`config.mk`:
```
export PLATFORM = sky130hd
export DESIGN_NAME = axil_conv_mem_bridge_flat
export DESIGN_NICKNAME = d
export VERILOG_FILES = /design/src/rtl/axil_conv_mem_bridge_if.sv /design/src/rtl/axil_conv_mem_bridge.sv /design/src/flat_wrapper.sv
export SDC_FILE = /design/constraint.sdc
export NUM_CORES = 1
export LEC_CHECK = 0
export CELL_PAD_IN_SITES_DETAIL_PLACEMENT = 0
export CELL_PAD_IN_SITES_GLOBAL_PLACEMENT = 1
export CORE_UTILIZATION = 44
export CTS_BUF_LIST = sky130_fd_sc_hd__clkbuf_4
export DETAILED_ROUTE_END_ITERATION = 6
export DONT_BUFFER_PORTS = 1
export GPL_ROUTABILITY_DRIVEN = 0
export GPL_TIMING_DRIVEN = 0
export PLACE_DENSITY_LB_ADDON = 0.3
export SLEW_MARGIN = 20
export SYNTH_ARGS = -nofsm -noshare
export SYNTH_HDL_FRONTEND = slang
export SYNTH_SLANG_ARGS = --single-unit
```
`constraint.sdc`:
```
create_clock -name i_clk -period 1.8 [get_ports i_clk]
set_input_delay 0.18 -clock i_clk [delete_from_list [all_inputs] [get_ports i_clk]]
set_output_delay 0.18 -clock i_clk [all_outputs]
set_load 0.01 [all_outputs]
```
`src/rtl/axil_conv_mem_bridge_if.sv`:
```
// rtl/axil_conv_mem_bridge_if.sv - AXI4-Lite slave bundle for the conv memory bridge
interface axil_conv_mem_bridge_if #(
  parameter int AXI_ADDR_WIDTH = 32,
  parameter int DATA_WIDTH     = 32
) ();
  logic [AXI_ADDR_WIDTH-1:0] s_axi_awaddr;
  logic                      s_axi_awvalid;
  logic                      s_axi_awready;
  logic [DATA_WIDTH-1:0]     s_axi_wdata;
  logic [3:0]                s_axi_wstrb;
  logic                      s_axi_wvalid;
  logic                      s_axi_wready;
  logic [1:0]                s_axi_bresp;
  logic                      s_axi_bvalid;
  logic                      s_axi_bready;
  logic [AXI_ADDR_WIDTH-1:0] s_axi_araddr;
  logic                      s_axi_arvalid;
  logic                      s_axi_arready;
  logic [DATA_WIDTH-1:0]     s_axi_rdata;
  logic [1:0]                s_axi_rresp;
  logic                      s_axi_rvalid;
  logic                      s_axi_rready;

  modport slave (
    input  s_axi_awaddr, s_axi_awvalid, s_axi_wdata, s_axi_wstrb, s_axi_wvalid,
           s_axi_bready, s_axi_araddr, s_axi_arvalid, s_axi_rready,
    output s_axi_awready, s_axi_wready, s_axi_bresp, s_axi_bvalid,
           s_axi_arready, s_axi_rdata, s_axi_rresp, s_axi_rvalid
  );

  modport master (
    output s_axi_awaddr, s_axi_awvalid, s_axi_wdata, s_axi_wstrb, s_axi_wvalid,
           s_axi_bready, s_axi_araddr, s_axi_arvalid, s_axi_rready,
    input  s_axi_awready, s_axi_wready, s_axi_bresp, s_axi_bvalid,
           s_axi_arready, s_axi_rdata, s_axi_rresp, s_axi_rvalid
  );
endinterface

```
`src/rtl/axil_conv_mem_bridge.sv`:
```
// rtl/axil_conv_mem_bridge.sv - AXI4-Lite slave driving conv memory single-cycle strobes
// Optional byte-strobe read-modify-write enabled by defining AXIL_BRIDGE_STRB_EN.
module axil_conv_mem_bridge #(
  parameter int AXI_ADDR_WIDTH   = 32,
  parameter int VALID_ADDR_WIDTH = 14,
  parameter int DATA_WIDTH       = 32,
  parameter int READ_LATENCY     = 1
) (
  input  logic                        i_clk,
  input  logic                        i_rst_n,
  axil_conv_mem_bridge_if.slave       s_axi,
  output logic                        o_we,
  output logic                        o_re,
  output logic [VALID_ADDR_WIDTH-1:0] o_write_addr,
  output logic [VALID_ADDR_WIDTH-1:0] o_read_addr,
  output logic [DATA_WIDTH-1:0]       o_data,
  input  logic [DATA_WIDTH-1:0]       i_data
);
  localparam int             CW          = (READ_LATENCY > 1) ? $clog2(READ_LATENCY) : 1;
  localparam logic [CW-1:0]  CNT_LAST    = CW'(READ_LATENCY - 1);
  localparam logic [1:0]     RESP_OKAY   = 2'b00;
  localparam logic [1:0]     RESP_SLVERR = 2'b10;

  typedef enum logic [2:0] {
    S_IDLE,
    S_WR,
    S_BRESP,
    S_RD,
    S_RWAIT,
`ifdef AXIL_BRIDGE_STRB_EN
    S_WR_RD,
    S_WR_RWAIT,
`endif
    S_RRESP
  } state_t;

  state_t                      r_state, w_next;
  logic                        r_prefer_wr;
  logic                        r_wr_ok, r_rd_ok;
  logic [1:0]                  r_bresp, r_rresp;
  logic [DATA_WIDTH-1:0]       r_rdata;
  logic [CW-1:0]               r_cnt;

  logic                        w_wr_pend, w_rd_pend, w_grant_wr, w_grant_rd;
  logic                        w_aw_ok, w_ar_ok, w_wr_touch, w_cnt_last;
  logic [VALID_ADDR_WIDTH-1:0] w_aw_word, w_ar_word;
  logic                        w_awready, w_arready, w_bvalid, w_rvalid, w_we, w_re;

  assign w_aw_ok    = ~|s_axi.s_axi_awaddr[AXI_ADDR_WIDTH-1:VALID_ADDR_WIDTH+2];
  assign w_ar_ok    = ~|s_axi.s_axi_araddr[AXI_ADDR_WIDTH-1:VALID_ADDR_WIDTH+2];
  assign w_aw_word  = s_axi.s_axi_awaddr[VALID_ADDR_WIDTH+1:2];
  assign w_ar_word  = s_axi.s_axi_araddr[VALID_ADDR_WIDTH+1:2];
  assign w_wr_pend  = s_axi.s_axi_awvalid && s_axi.s_axi_wvalid;
  assign w_rd_pend  = s_axi.s_axi_arvalid;
  // Round-robin only matters when both sides are pending in the same IDLE cycle.
  assign w_grant_wr = w_wr_pend && (!w_rd_pend || r_prefer_wr);
  assign w_grant_rd = w_rd_pend && !w_grant_wr;
  assign w_cnt_last = (r_cnt == CNT_LAST);

`ifdef AXIL_BRIDGE_STRB_EN
  logic [DATA_WIDTH-1:0] r_wdata;
  logic [3:0]            r_wstrb;
  logic [DATA_WIDTH-1:0] w_merged;
  logic                  w_partial, w_zero;
  logic                  w_unused_bits;

  assign w_zero        = (s_axi.s_axi_wstrb == 4'h0);
  assign w_partial     = w_aw_ok && !w_zero && (s_axi.s_axi_wstrb != 4'hF);
  assign w_wr_touch    = w_aw_ok && !w_zero;
  assign w_unused_bits = ^{s_axi.s_axi_awaddr[1:0], s_axi.s_axi_araddr[1:0]};

  always_comb begin
    w_merged = i_data;
    for (int b = 0; b < 4; b++) begin
      if (r_wstrb[b]) w_merged[8*b +: 8] = r_wdata[8*b +: 8];
    end
  end
`else
  logic w_unused_bits;
  assign w_wr_touch    = w_aw_ok;
  assign w_unused_bits = ^{s_axi.s_axi_awaddr[1:0], s_axi.s_axi_araddr[1:0], s_axi.s_axi_wstrb};
`endif

  always_comb begin
    w_next    = r_state;
    w_awready = 1'b0;
    w_arready = 1'b0;
    w_bvalid  = 1'b0;
    w_rvalid  = 1'b0;
    w_we      = 1'b0;
    w_re      = 1'b0;
    case (r_state)
      S_IDLE: begin
        if (w_grant_wr) begin
          w_awready = 1'b1;
          w_next    = S_WR;
`ifdef AXIL_BRIDGE_STRB_EN
          if (w_aw_ok && w_zero) w_next = S_BRESP;
          else if (w_partial)    w_next = S_WR_RD;
`endif
        end else if (w_grant_rd) begin
          w_arready = 1'b1;
          w_next    = S_RD;
        end
      end
      S_WR: begin
        w_we   = r_wr_ok;
        w_next = S_BRESP;
      end
      S_BRESP: begin
        w_bvalid = 1'b1;
        if (s_axi.s_axi_bready) w_next = S_IDLE;
      end
      S_RD: begin
        w_re   = r_rd_ok;
        w_next = S_RWAIT;
      end
      S_RWAIT: begin
        if (w_cnt_last) w_next = S_RRESP;
      end
      S_RRESP: begin
        w_rvalid = 1'b1;
        if (s_axi.s_axi_rready) w_next = S_IDLE;
      end
`ifdef AXIL_BRIDGE_STRB_EN
      S_WR_RD: begin
        w_re   = 1'b1;
        w_next = S_WR_RWAIT;
      end
      S_WR_RWAIT: begin
        if (w_cnt_last) w_next = S_WR;
      end
`endif
      default: w_next = S_IDLE;
    endcase
  end

  always_ff @(posedge i_clk or negedge i_rst_n) begin
    if (!i_rst_n) begin
      r_state      <= S_IDLE;
      r_prefer_wr  <= 1'b1;
      r_wr_ok      <= 1'b0;
      r_rd_ok      <= 1'b0;
      r_bresp      <= RESP_OKAY;
      r_rresp      <= RESP_OKAY;
      r_rdata      <= '0;
      r_cnt        <= '0;
      o_write_addr <= '0;
      o_read_addr  <= '0;
      o_data       <= '0;
`ifdef AXIL_BRIDGE_STRB_EN
      r_wdata      <= '0;
      r_wstrb      <= '0;
`endif
    end else begin
      r_state <= w_next;
      if (r_state == S_IDLE && w_grant_wr) begin
        r_prefer_wr <= 1'b0;
        r_wr_ok     <= w_aw_ok;
        r_bresp     <= w_aw_ok ? RESP_OKAY : RESP_SLVERR;
        // Downstream address/data only move when a strobe will follow.
        if (w_wr_touch) begin
          o_write_addr <= w_aw_word;
          o_data       <= s_axi.s_axi_wdata;
        end
`ifdef AXIL_BRIDGE_STRB_EN
        r_wdata <= s_axi.s_axi_wdata;
        r_wstrb <= s_axi.s_axi_wstrb;
        if (w_partial) o_read_addr <= w_aw_word;
`endif
      end else if (r_state == S_IDLE && w_grant_rd) begin
        r_prefer_wr <= 1'b1;
        r_rd_ok     <= w_ar_ok;
        r_rresp     <= w_ar_ok ? RESP_OKAY : RESP_SLVERR;
        if (w_ar_ok) o_read_addr <= w_ar_word;
      end
      if (r_state == S_RWAIT) begin
        r_cnt <= w_cnt_last ? '0 : r_cnt + 1'b1;
        if (w_cnt_last) r_rdata <= r_rd_ok ? i_data : '0;
      end
`ifdef AXIL_BRIDGE_STRB_EN
      if (r_state == S_WR_RWAIT) begin
        r_cnt <= w_cnt_last ? '0 : r_cnt + 1'b1;
        if (w_cnt_last) o_data <= w_merged;
      end
`endif
    end
  end

  assign s_axi.s_axi_awready = w_awready;
  assign s_axi.s_axi_wready  = w_awready;
  assign s_axi.s_axi_arready = w_arready;
  assign s_axi.s_axi_bvalid  = w_bvalid;
  assign s_axi.s_axi_bresp   = r_bresp;
  assign s_axi.s_axi_rvalid  = w_rvalid;
  assign s_axi.s_axi_rresp   = r_rresp;
  assign s_axi.s_axi_rdata   = r_rdata;
  assign o_we                = w_we;
  assign o_re                = w_re;
endmodule

```
`src/flat_wrapper.sv`:
```
// flat-port wrapper written by rule: the top's interface ports become plain ports
module axil_conv_mem_bridge_flat 
#(
  parameter int AXI_ADDR_WIDTH   = 32,
  parameter int VALID_ADDR_WIDTH = 14,
  parameter int DATA_WIDTH       = 32,
  parameter int READ_LATENCY     = 1
)
  (i_clk, i_rst_n, o_we, o_re, o_write_addr, o_read_addr, o_data, i_data, s_axi_s_axi_awaddr, s_axi_s_axi_awvalid, s_axi_s_axi_wdata, s_axi_s_axi_wstrb, s_axi_s_axi_wvalid, s_axi_s_axi_bready, s_axi_s_axi_araddr, s_axi_s_axi_arvalid, s_axi_s_axi_rready, s_axi_s_axi_awready, s_axi_s_axi_wready, s_axi_s_axi_bresp, s_axi_s_axi_bvalid, s_axi_s_axi_arready, s_axi_s_axi_rdata, s_axi_s_axi_rresp, s_axi_s_axi_rvalid);
  axil_conv_mem_bridge_if #(.AXI_ADDR_WIDTH(AXI_ADDR_WIDTH), .DATA_WIDTH(DATA_WIDTH)) s_axi_i ();
  input  logic i_clk;
  input  logic i_rst_n;
  output logic o_we;
  output logic o_re;
  output logic [VALID_ADDR_WIDTH-1:0] o_write_addr;
  output logic [VALID_ADDR_WIDTH-1:0] o_read_addr;
  output logic [DATA_WIDTH-1:0] o_data;
  input  logic [DATA_WIDTH-1:0] i_data;
  input wire logic [$bits(s_axi_i.s_axi_awaddr)-1:0] s_axi_s_axi_awaddr;
  input wire logic [$bits(s_axi_i.s_axi_awvalid)-1:0] s_axi_s_axi_awvalid;
  input wire logic [$bits(s_axi_i.s_axi_wdata)-1:0] s_axi_s_axi_wdata;
  input wire logic [$bits(s_axi_i.s_axi_wstrb)-1:0] s_axi_s_axi_wstrb;
  input wire logic [$bits(s_axi_i.s_axi_wvalid)-1:0] s_axi_s_axi_wvalid;
  input wire logic [$bits(s_axi_i.s_axi_bready)-1:0] s_axi_s_axi_bready;
  input wire logic [$bits(s_axi_i.s_axi_araddr)-1:0] s_axi_s_axi_araddr;
  input wire logic [$bits(s_axi_i.s_axi_arvalid)-1:0] s_axi_s_axi_arvalid;
  input wire logic [$bits(s_axi_i.s_axi_rready)-1:0] s_axi_s_axi_rready;
  output wire logic [$bits(s_axi_i.s_axi_awready)-1:0] s_axi_s_axi_awready;
  output wire logic [$bits(s_axi_i.s_axi_wready)-1:0] s_axi_s_axi_wready;
  output wire logic [$bits(s_axi_i.s_axi_bresp)-1:0] s_axi_s_axi_bresp;
  output wire logic [$bits(s_axi_i.s_axi_bvalid)-1:0] s_axi_s_axi_bvalid;
  output wire logic [$bits(s_axi_i.s_axi_arready)-1:0] s_axi_s_axi_arready;
  output wire logic [$bits(s_axi_i.s_axi_rdata)-1:0] s_axi_s_axi_rdata;
  output wire logic [$bits(s_axi_i.s_axi_rresp)-1:0] s_axi_s_axi_rresp;
  output wire logic [$bits(s_axi_i.s_axi_rvalid)-1:0] s_axi_s_axi_rvalid;
  assign s_axi_i.s_axi_awaddr = s_axi_s_axi_awaddr;
  assign s_axi_i.s_axi_awvalid = s_axi_s_axi_awvalid;
  assign s_axi_i.s_axi_wdata = s_axi_s_axi_wdata;
  assign s_axi_i.s_axi_wstrb = s_axi_s_axi_wstrb;
  assign s_axi_i.s_axi_wvalid = s_axi_s_axi_wvalid;
  assign s_axi_i.s_axi_bready = s_axi_s_axi_bready;
  assign s_axi_i.s_axi_araddr = s_axi_s_axi_araddr;
  assign s_axi_i.s_axi_arvalid = s_axi_s_axi_arvalid;
  assign s_axi_i.s_axi_rready = s_axi_s_axi_rready;
  assign s_axi_s_axi_awready = s_axi_i.s_axi_awready;
  assign s_axi_s_axi_wready = s_axi_i.s_axi_wready;
  assign s_axi_s_axi_bresp = s_axi_i.s_axi_bresp;
  assign s_axi_s_axi_bvalid = s_axi_i.s_axi_bvalid;
  assign s_axi_s_axi_arready = s_axi_i.s_axi_arready;
  assign s_axi_s_axi_rdata = s_axi_i.s_axi_rdata;
  assign s_axi_s_axi_rresp = s_axi_i.s_axi_rresp;
  assign s_axi_s_axi_rvalid = s_axi_i.s_axi_rvalid;
  axil_conv_mem_bridge #(.AXI_ADDR_WIDTH(AXI_ADDR_WIDTH), .VALID_ADDR_WIDTH(VALID_ADDR_WIDTH), .DATA_WIDTH(DATA_WIDTH), .READ_LATENCY(READ_LATENCY)) u_core (.i_clk(i_clk), .i_rst_n(i_rst_n), .s_axi(s_axi_i), .o_we(o_we), .o_re(o_re), .o_write_addr(o_write_addr), .o_read_addr(o_read_addr), .o_data(o_data), .i_data(i_data));
endmodule
```
# --- After elaboration in Yosys (flattened, before gate mapping) ---
# Index checks and enable logic that the tools add are counted.
classes:
  add_sub_neg: 1
  n_eq_ne: 9
  n_mux: 21
  n_bitwise: 4
  n_reduce_logical: 19
op_table:
  columns: ["cell", "n"]
  rows:
  - ["two-way mux 32 bit", 1]
  - ["OR reduction 16 bit", 2]
  - ["case mux 3 bit (6 select lines)", 1]
  - ["two-way mux 3 bit", 5]
  - ["two-way mux 1 bit", 12]
  - ["== test 3 x 2 -> 1 bit, second input constant", 2]
  - ["== test 3 bit, second input constant", 2]
  - ["!= test 2 bit, second input constant", 3]
  - ["AND reduction 2 bit", 3]
  - ["logical AND 1 bit", 5]
  - ["zero test 1 bit", 4]
  - ["two-way mux 2 bit", 2]
  - ["inverter 1 bit", 4]
  - ["AND reduction 4 bit", 1]
  - ["== test 3 x 1 -> 1 bit, second input constant", 1]
  - ["zero test 3 bit", 1]
  - ["!= test 3 x 1 -> 1 bit, second input constant", 1]
  - ["AND reduction 3 bit", 1]
  - ["nonzero test 2 bit", 1]
  - ["adder 1 bit, second input constant", 1]
  - ["logical OR 1 bit", 1]
word_totals:
  register_bits: 103
  output_inout_bits: 103
  wordCells: 65

# --- Depth between registers and ports, before layout ---
# Gate-level depths: netlist (run 1).
logic_depth:
  depth_word: 8
  mapped_depth: 7

# --- Worst setup path before layout (run 1) ---
# No wires, ideal clock.
synth_timing:
  kind: "reg2reg"
  from: "register u_core.r_state[2]"
  to: "register u_core.o_data[10]"
  setup_ns: 0.127
  arrival_ns: 1.621
  slack_ns: 0.052
  stages_incl_launch_ff: 8
  path_cell_list: "dfrtp_1 -> buf_6 -> nor3_4 -> o2111ai_4 -> nor2_4 -> buf_6 -> buf_8 -> mux2_1"
synth_between:
  elab_chain_cells: 3
synth_lines:
  columns: ["element", "line", "source"]
  rows:
  - ["from (decl)", "axil_conv_mem_bridge.sv:37", "state_t r_state, w_next;"]
  - ["from (signal assigned)", "axil_conv_mem_bridge.sv:156", "r_state <= w_next;"]
  - ["zero test 3 bit", "axil_conv_mem_bridge.sv:157", "if (r_state == S_IDLE && w_grant_wr) begin"]
  - ["logical AND 1 bit", "axil_conv_mem_bridge.sv:157", null]
  - ["AND reduction 2 bit (no line)", null, null]
  - ["to (signal assigned)", "axil_conv_mem_bridge.sv:164", "o_data <= s_axi.s_axi_wdata;"]
  - ["to (decl)", "axil_conv_mem_bridge.sv:16", "output logic [DATA_WIDTH-1:0] o_data,"]
# No other way between the ends.
# A chain may end at the register's enable or synchronous reset.

# --- Final worst setup path (run 1) ---
layout_timing:
  from: "register u_core.r_state[2]"
  to: "register u_core.o_data[28]"
# The elaborated chain is that of the path after synthesis.

==> flow_metrics.env, run 1 <==
export IMPL_status="finished with violations"
export IMPL_failed_checks="design-rule violations, negative hold slack, negative setup slack"
export IMPL_irDropWorstVdd_v=0.0006049
export IMPL_synthCells=325
export IMPL_tritoncts="done"
export IMPL_async_reset_ff_share_pct=100.0
export IMPL_ant_nets=0
export IMPL_cts_clk_slew_worst_paths_ns=0.16
export IMPL_die_area_um2=9630
export IMPL_synthFlopType="dfrtp_1"
export IMPL_vias_per_cell=5.246
export IMPL_synth_seq_cells=100
export IMPL_required_ns=2.11
export IMPL_path_class="flip-flop to flip-flop"
export IMPL_setup_viol=3
export IMPL_worstPathArrival_ns=2.12
export IMPL_reg2regPathDepth=6
export IMPL_synth_enable_flop_cells=0
export IMPL_gr_total_overflow=0
export IMPL_cts_root_buf="clkbuf_4"
export IMPL_clock_latency_ns=0.43
export IMPL_area_growth_pct=39.32
export IMPL_r2r_slack_ns=-0.005
export IMPL_coreArea_um2=8848
export IMPL_route_detailed_drc=17
export IMPL_n_fill_cell=680
export IMPL_die_h_um=98.14
export IMPL_hold_viol_final=100
export IMPL_nNetsFinal=588
export IMPL_cap_violations=0
export IMPL_port_buffer_count=0
export IMPL_timing_rr_end="u_core.o_data[28]$_DFFE_PN0P_"
export IMPL_swShare_pct=31.47
export IMPL_cp_start_kind="flip-flop"
export IMPL_ios=242
export IMPL_dpl_cell_area_um2=4205
export IMPL_start_util_pct=45.96
export IMPL_pwr_share_clk_pct=22.4
export IMPL_fin_crit_sh_pct=100.3
export IMPL_stdcell_area_um2=5665
export IMPL_drtPass1Iterations=7
export IMPL_fmax_ghz=0.5540
export IMPL_synth_area_um2=4066
export IMPL_drive_above_1_share_pct=25.33
export IMPL_ys_warn_count=0
export IMPL_die_w_um=98.14
export IMPL_routedWlPerCell_um=19.83
export IMPL_finalMaxSlewViolations=0
export IMPL_synth_distinct_cells=29
export IMPL_cts_sinks=100
export IMPL_htreeDepth=3
export IMPL_cts_hold_buffers_added=97
export IMPL_powerDensity_nw_per_um2=815.4
export IMPL_cts_max_path_buffers=2
export IMPL_fin_ws_ns=-0.004948
export IMPL_internal_power_w=0.003166
export IMPL_routed_wl_um=11150
export IMPL_finClkSkew_ns=0.02066
export IMPL_min_period_ns=1.805
export IMPL_finalPower_w=0.004620
export IMPL_numCtsBuffers=9
export IMPL_num_vias=2948
export IMPL_dp_hpwl_um=6413
export IMPL_rr_startpoint="u_core.r_state[2]$_DFFE_PN0P_"
export IMPL_hp_class="input port to asynchronous set/reset pin"
export IMPL_grt_usage_pct=22.02
export IMPL_p_leak_nw=2.616
export IMPL_p_sw_w=0.001454
export IMPL_grt_pass1_wl_um=16580
export IMPL_crit_path_max_fanout=5
export IMPL_yosysSeqAreaShare_pct=61.57
export IMPL_first_iter_violations=91
export IMPL_grt_pass1_vias=3204
export IMPL_timing_hold_ws_ns=-0.5801
export IMPL_synth_avg_cell_area_um2=12.51
export IMPL_grt_start_max_net_pins=101
export IMPL_antenna_found_initial=0
export IMPL_seqPwrFrac_pct=59.0
export IMPL_rows=34
export IMPL_diodes=0
export IMPL_p_comb_share_pct=18.6
export IMPL_rsz0062_at_grt="true"
export IMPL_endpoint_kind="flip-flop"
## synth_stat cells (4+ instances only)
library cell	n	area share (%)
nor4_1	8	1.2
a21oi_1	6	0.74
dfrtp_1	99	61
nor2_1	4	0.37
mux2_1	8	2.2
buf_4	5	0.92
inv_1	5	0.46
nand2_1	69	6.4
mux2_4	10	3.7
clkbuf_1	11	1.0
o21ai_0	33	4.1
mux2_2	42	12
## stage by stage
stage	TNS (ns)	setup WS, ns	std cells	util (%)
after floorplan	0	0.05176	326	-
after CTS	-0.2195	-0.05257	550	61.21
after global routing	-3.766	-0.1027	562	64.03
after global placement	-2.570	-0.1201	434	47.53
final	-0.006241	-0.004948	562	64.03
after detailed placement	-2.772	-0.1255	434	47.53
## placed cells by master, fill, tap and decap left out, types with 3 or more instances in the layout
master	count
clkbuf_4	10
mux2_2	16
nor4_1	8
buf_4	13
dfrtp_1	98
buf_12	3
dlygate4sd3_1	97
clkbuf_16	3
clkinv_4	3
nand2_1	69
buf_6	6
clkbuf_1	7
mux2_4	44
o21ai_0	33
nor2_1	4
inv_1	4
a21oi_1	6
## kinds of logic (layout without fill, tap and decap cells)
kind of cell    after synthesis  after routing  share of synthesized area (%)
flops                       100            100                          61.57
compound gates               43             43                          6.031
other cells                   1              2                        0.09222
simple gates                 94             94                          10.55
mux                          60             60                          17.54
buf+inv                      27            155                          4.215
## worst max path at each step
stage	depth (start not counted)	start	endpoint	slack [ns]
2_1_floorplan	7	u_core.r_state[2]$_DFFE_PN0P_	u_core.o_data[10]$_DFFE_PN0P_	0.05
3_3_place_gp	6	u_core.r_state[2]$_DFFE_PN0P_	u_core.o_read_addr[8]$_DFFE_PN0P_	-0.12
3_5_place_dp	6	u_core.r_state[2]$_DFFE_PN0P_	u_core.o_read_addr[9]$_DFFE_PN0P_	-0.13
4_1_cts	5	u_core.r_state[2]$_DFFE_PN0P_	s_axi_s_axi_wready	-0.05
5_1_grt	6	u_core.r_state[0]$_DFFE_PN0P_	u_core.o_data[7]$_DFFE_PN0P_	-0.10
6_report	6	u_core.r_state[2]$_DFFE_PN0P_	u_core.o_data[28]$_DFFE_PN0P_	-0.005
## flip-flops by register name (all words and copies together) (netlist names), 3 cells and up
name / count
u_core.o_write_addr: 14
u_core.o_data: 32
u_core.r_state: 3
u_core.s_axi.s_axi_rdata: 32
u_core.o_read_addr: 14
## per-layer routing
layer / global-route usage (%) / vias to the layer above / share of wire (%)
met1: 24.48 / 1448 / 38
met4: 7.577 / 0 / 1.9
li1: - / 1341 / -
met3: 8.089 / 17 / 9.7
met5: 0 / - / 0
met2: 38.89 / 142 / 51
## power groups by stage
stage               Clock [W]  Combinational (W)  Sequential, W
floorplan                   0           0.000495        0.00269
global placement            0           0.000608        0.00274
detailed placement          0           0.000628        0.00273
CTS                   0.00108           0.000810        0.00273
global route          0.00116           0.000961        0.00275
finish                0.00103           0.000861        0.00272
## layout make-up
class	count	area [µm²]	area share [%]
clock inverter	6	41.29	0.7288
tap	108	135.1	2.385
sequential	100	2505	44.21
clock buffer	10	75.07	1.325
timing repair buffer	115	1174	20.72
buffer	19	167.7	2.959
multi-input combinational	199	1549	27.34
inverter	5	18.77	0.3313
## worst max-delay path, stage by stage (launching register included)
cell	delay [ns]
dfrtp_1	0.44
nor3_4	0.25
o2111ai_4	0.21
nor2_4	0.18
buf_6	0.16
clkbuf_16	0.15
mux2_4	0.30
## timing repair
item                                   in CTS  in global routing
resized for setup                          25                 33
setup endpoints to repair                  54                 56
pin swaps                                   4                  5
buffers inserted                            5                 10
gates cloned                                0                  3
endpoints found under the hold margin     199                100
No activity file was read; power rests on OpenSTA's default activity.
==> run 2: changes to the inputs <==
- CORE_UTILIZATION: 44 -> 26
- DONT_BUFFER_PORTS: 1 -> not set
- RECOVER_POWER: not set -> 50
==> run 2 against run 1 <==
Compared with the run above: the flow finishes with violations (negative setup slack); die area grew 68%; cell count increased by 43%; global-route usage shrank 7.5 points; combinational power rose by 82%; critical path depth grew 2; wire length is 3.8% higher; core utilization shrank 17 points; setup slack got worse by 0.12 ns; power rose by 24%; largest power group unchanged.
==> flow_metrics.env, run 2 (same netlist as run 1, synthesis figures left out) <==
export IMPL_port_buffer_count=231
export IMPL_crit_path_max_fanout=8
export IMPL_dpl_cell_area_um2=6675
export IMPL_fin_util_pct=46.74
export IMPL_setup_viol=56
export IMPL_area_growth_pct=75.38
export IMPL_path_class="flip-flop to flip-flop"
export IMPL_place_ws_ns=-0.3110
export IMPL_finalMaxSlewViolations=0
export IMPL_required_ns=2.16
export IMPL_nNetsFinal=725
export IMPL_instances_no_fill=801
export IMPL_irDropWorstVdd_v=0.0003141
export IMPL_gr_total_overflow=0
export IMPL_grt_usage_pct=14.55
export IMPL_hp_class="input port to flip-flop"
export IMPL_first_iter_violations=75
export IMPL_rsz0062_at_grt="true"
export IMPL_internal_power_w=0.004155
export IMPL_dp_cells=769
export IMPL_p_sw_w=0.001570
export IMPL_cap_violations=0
export IMPL_cp_start_kind="flip-flop"
export IMPL_p_comb_share_pct=27.4
export IMPL_tritoncts="done"
export IMPL_cts_sinks=100
export IMPL_routedWlPerCell_um=14.45
export IMPL_coreArea_um2=15260
export IMPL_fin_crit_sh_pct=106.9
export IMPL_fmax_ghz=0.5196
export IMPL_ant_nets=0
export IMPL_min_period_ns=1.925
export IMPL_worstPathArrival_ns=2.28
export IMPL_clock_latency_ns=0.45
export IMPL_powerDensity_nw_per_um2=802.8
export IMPL_endpoint_kind="flip-flop"
export IMPL_r2r_slack_ns=-0.12
export IMPL_status="finished with violations"
export IMPL_start_util_pct=26.65
export IMPL_worst_pin_slew_ns=1.322
export IMPL_failed_checks="negative setup slack"
export IMPL_vias_per_cell=4.255
export IMPL_p_leak_nw=3.162
export IMPL_timing_hold_ws_ns=0.2691
export IMPL_route_detailed_drc=0
export IMPL_rows=45
export IMPL_die_area_um2=16140
export IMPL_dp_hpwl_um=8399
export IMPL_grt_pass1_vias=3632
export IMPL_die_w_um=127.1
export IMPL_cts_max_path_buffers=2
export IMPL_final_common_cell="clkdlybuf4s50_1"
export IMPL_finClkSkew_ns=0.01089
export IMPL_diodes=0
export IMPL_grt_start_max_net_pins=53
export IMPL_num_vias=3408
export IMPL_numCtsBuffers=9
export IMPL_pwr_share_clk_pct=27.3
export IMPL_drtPass1Iterations=4
export IMPL_routed_wl_um=11570
export IMPL_stdcell_area_um2=7132
export IMPL_cts_root_buf="clkbuf_4"
export IMPL_grt_pass1_wl_um=18150
export IMPL_antenna_found_initial=0
export IMPL_swShare_pct=27.42
export IMPL_ios=242
export IMPL_cts_clk_slew_worst_paths_ns=0.15
export IMPL_hold_viol_final=0
export IMPL_layout_cells_most_common_list="clkdlybuf4s50_1 (207), dfrtp_1 (97), nand2_1 (69)"
export IMPL_slew_headroom_pct=11.89
export IMPL_fin_ws_ns=-0.1245
export IMPL_htreeDepth=3
export IMPL_die_h_um=127.1
export IMPL_seqPwrFrac_pct=45.3
export IMPL_drive_above_1_share_pct=20.68
run 2: cell count changes in the layout (fill, tap and decap cells not counted), moves of 2 or more:
cell             delta
mux2_2             +18
dlygate4sd3_1      -80
clkbuf_1            +2
bufinv_16           +4
buf_2               +4
mux2_4             -18
buf_6               +5
clkdlybuf4s50_1   +207
nor2b_2             -2
clkinv_4            -3
run 2: power by group through the flow:
stage / clock network (W) / registers, W / logic [W]
after global routing: 0.00172 / 0.00262 / 0.00173
final: 0.00156 / 0.00259 / 0.00157
after global placement: 0 / 0.00261 / 0.00143
after floorplan: 0 / 0.00269 / 0.000495
after CTS: 0.00166 / 0.00259 / 0.00162
after detailed placement: 0 / 0.00262 / 0.00146
run 2: per-layer routing:
layer / up-vias / global-route usage (%) / share of wire, %
li1: 1619 / - / -
met1: 1651 / 17.51 / 42
met2: 127 / 24.14 / 49
met3: 11 / 4.523 / 7.1
met4: 0 / 6.092 / 1.5
met5: - / 0 / 0
run 2: final timing paths:
path	end	startpoint	cells past startpoint
setup / recovery	u_core.o_data[3]$_DFFE_PN0P_	u_core.r_state[1]$_DFFE_PN0P_	8
hold / removal	u_core.s_axi.s_axi_rdata[7]$_DFFE_PN0N_	i_data[7]	3
hold reg to reg	u_core.r_wr_ok$_DFFE_PN0P_	u_core.r_wr_ok$_DFFE_PN0P_	1
max in group asynchronous	u_core.r_prefer_wr$_DFFE_PN1P_	i_rst_n	3
min in group asynchronous	u_core.s_axi.s_axi_rdata[7]$_DFFE_PN0N_	i_rst_n	2
setup reg to reg	u_core.o_data[3]$_DFFE_PN0P_	u_core.r_state[1]$_DFFE_PN0P_	8
run 2: per-stage QoR:
stage / TNS [ns] / power (W)
final: -3.547 / 0.005725
after global routing: -16.10 / 0.006072
after CTS: -3.344 / 0.005875
after detailed placement: -10.92 / 0.004084
after global placement: -339.12 / 0.004043
after floorplan: 0 / 0.003185
run 2: what timing repair did:
item	in CTS	in global routing
gates cloned	0	2
pin swaps	6	1
endpoints found under the setup margin	66	63
buffers inserted	12	7
resized for setup	43	30
hold buffers	1	0
hold endpoints to repair	51	0
run 2: cell type report:
cell class / instances / area [µm²]
fill: 1391 / 8127
timing repair buffer: 252 / 2515
sequential: 100 / 2506
multi-input combinational: 199 / 1485
tap: 211 / 264.0
buffer: 19 / 147.6
clock inverter: 6 / 127.6
clock buffer: 9 / 67.56
inverter: 5 / 18.77
run 2: critical path, stage by stage (launching register included):
cell       delay [ns]
dfrtp_2          0.45
nor3_4           0.22
buf_6            0.13
o2111ai_4        0.11
buf_6            0.16
nor2_4           0.15
buf_12           0.17
clkbuf_16        0.15
mux2_4           0.29
==> run 3: changes to the inputs <==
- CAP_MARGIN: not set -> 20
==> results of run 3 <==
No change in the layout: final DEF, timing and power equal those of run 2.
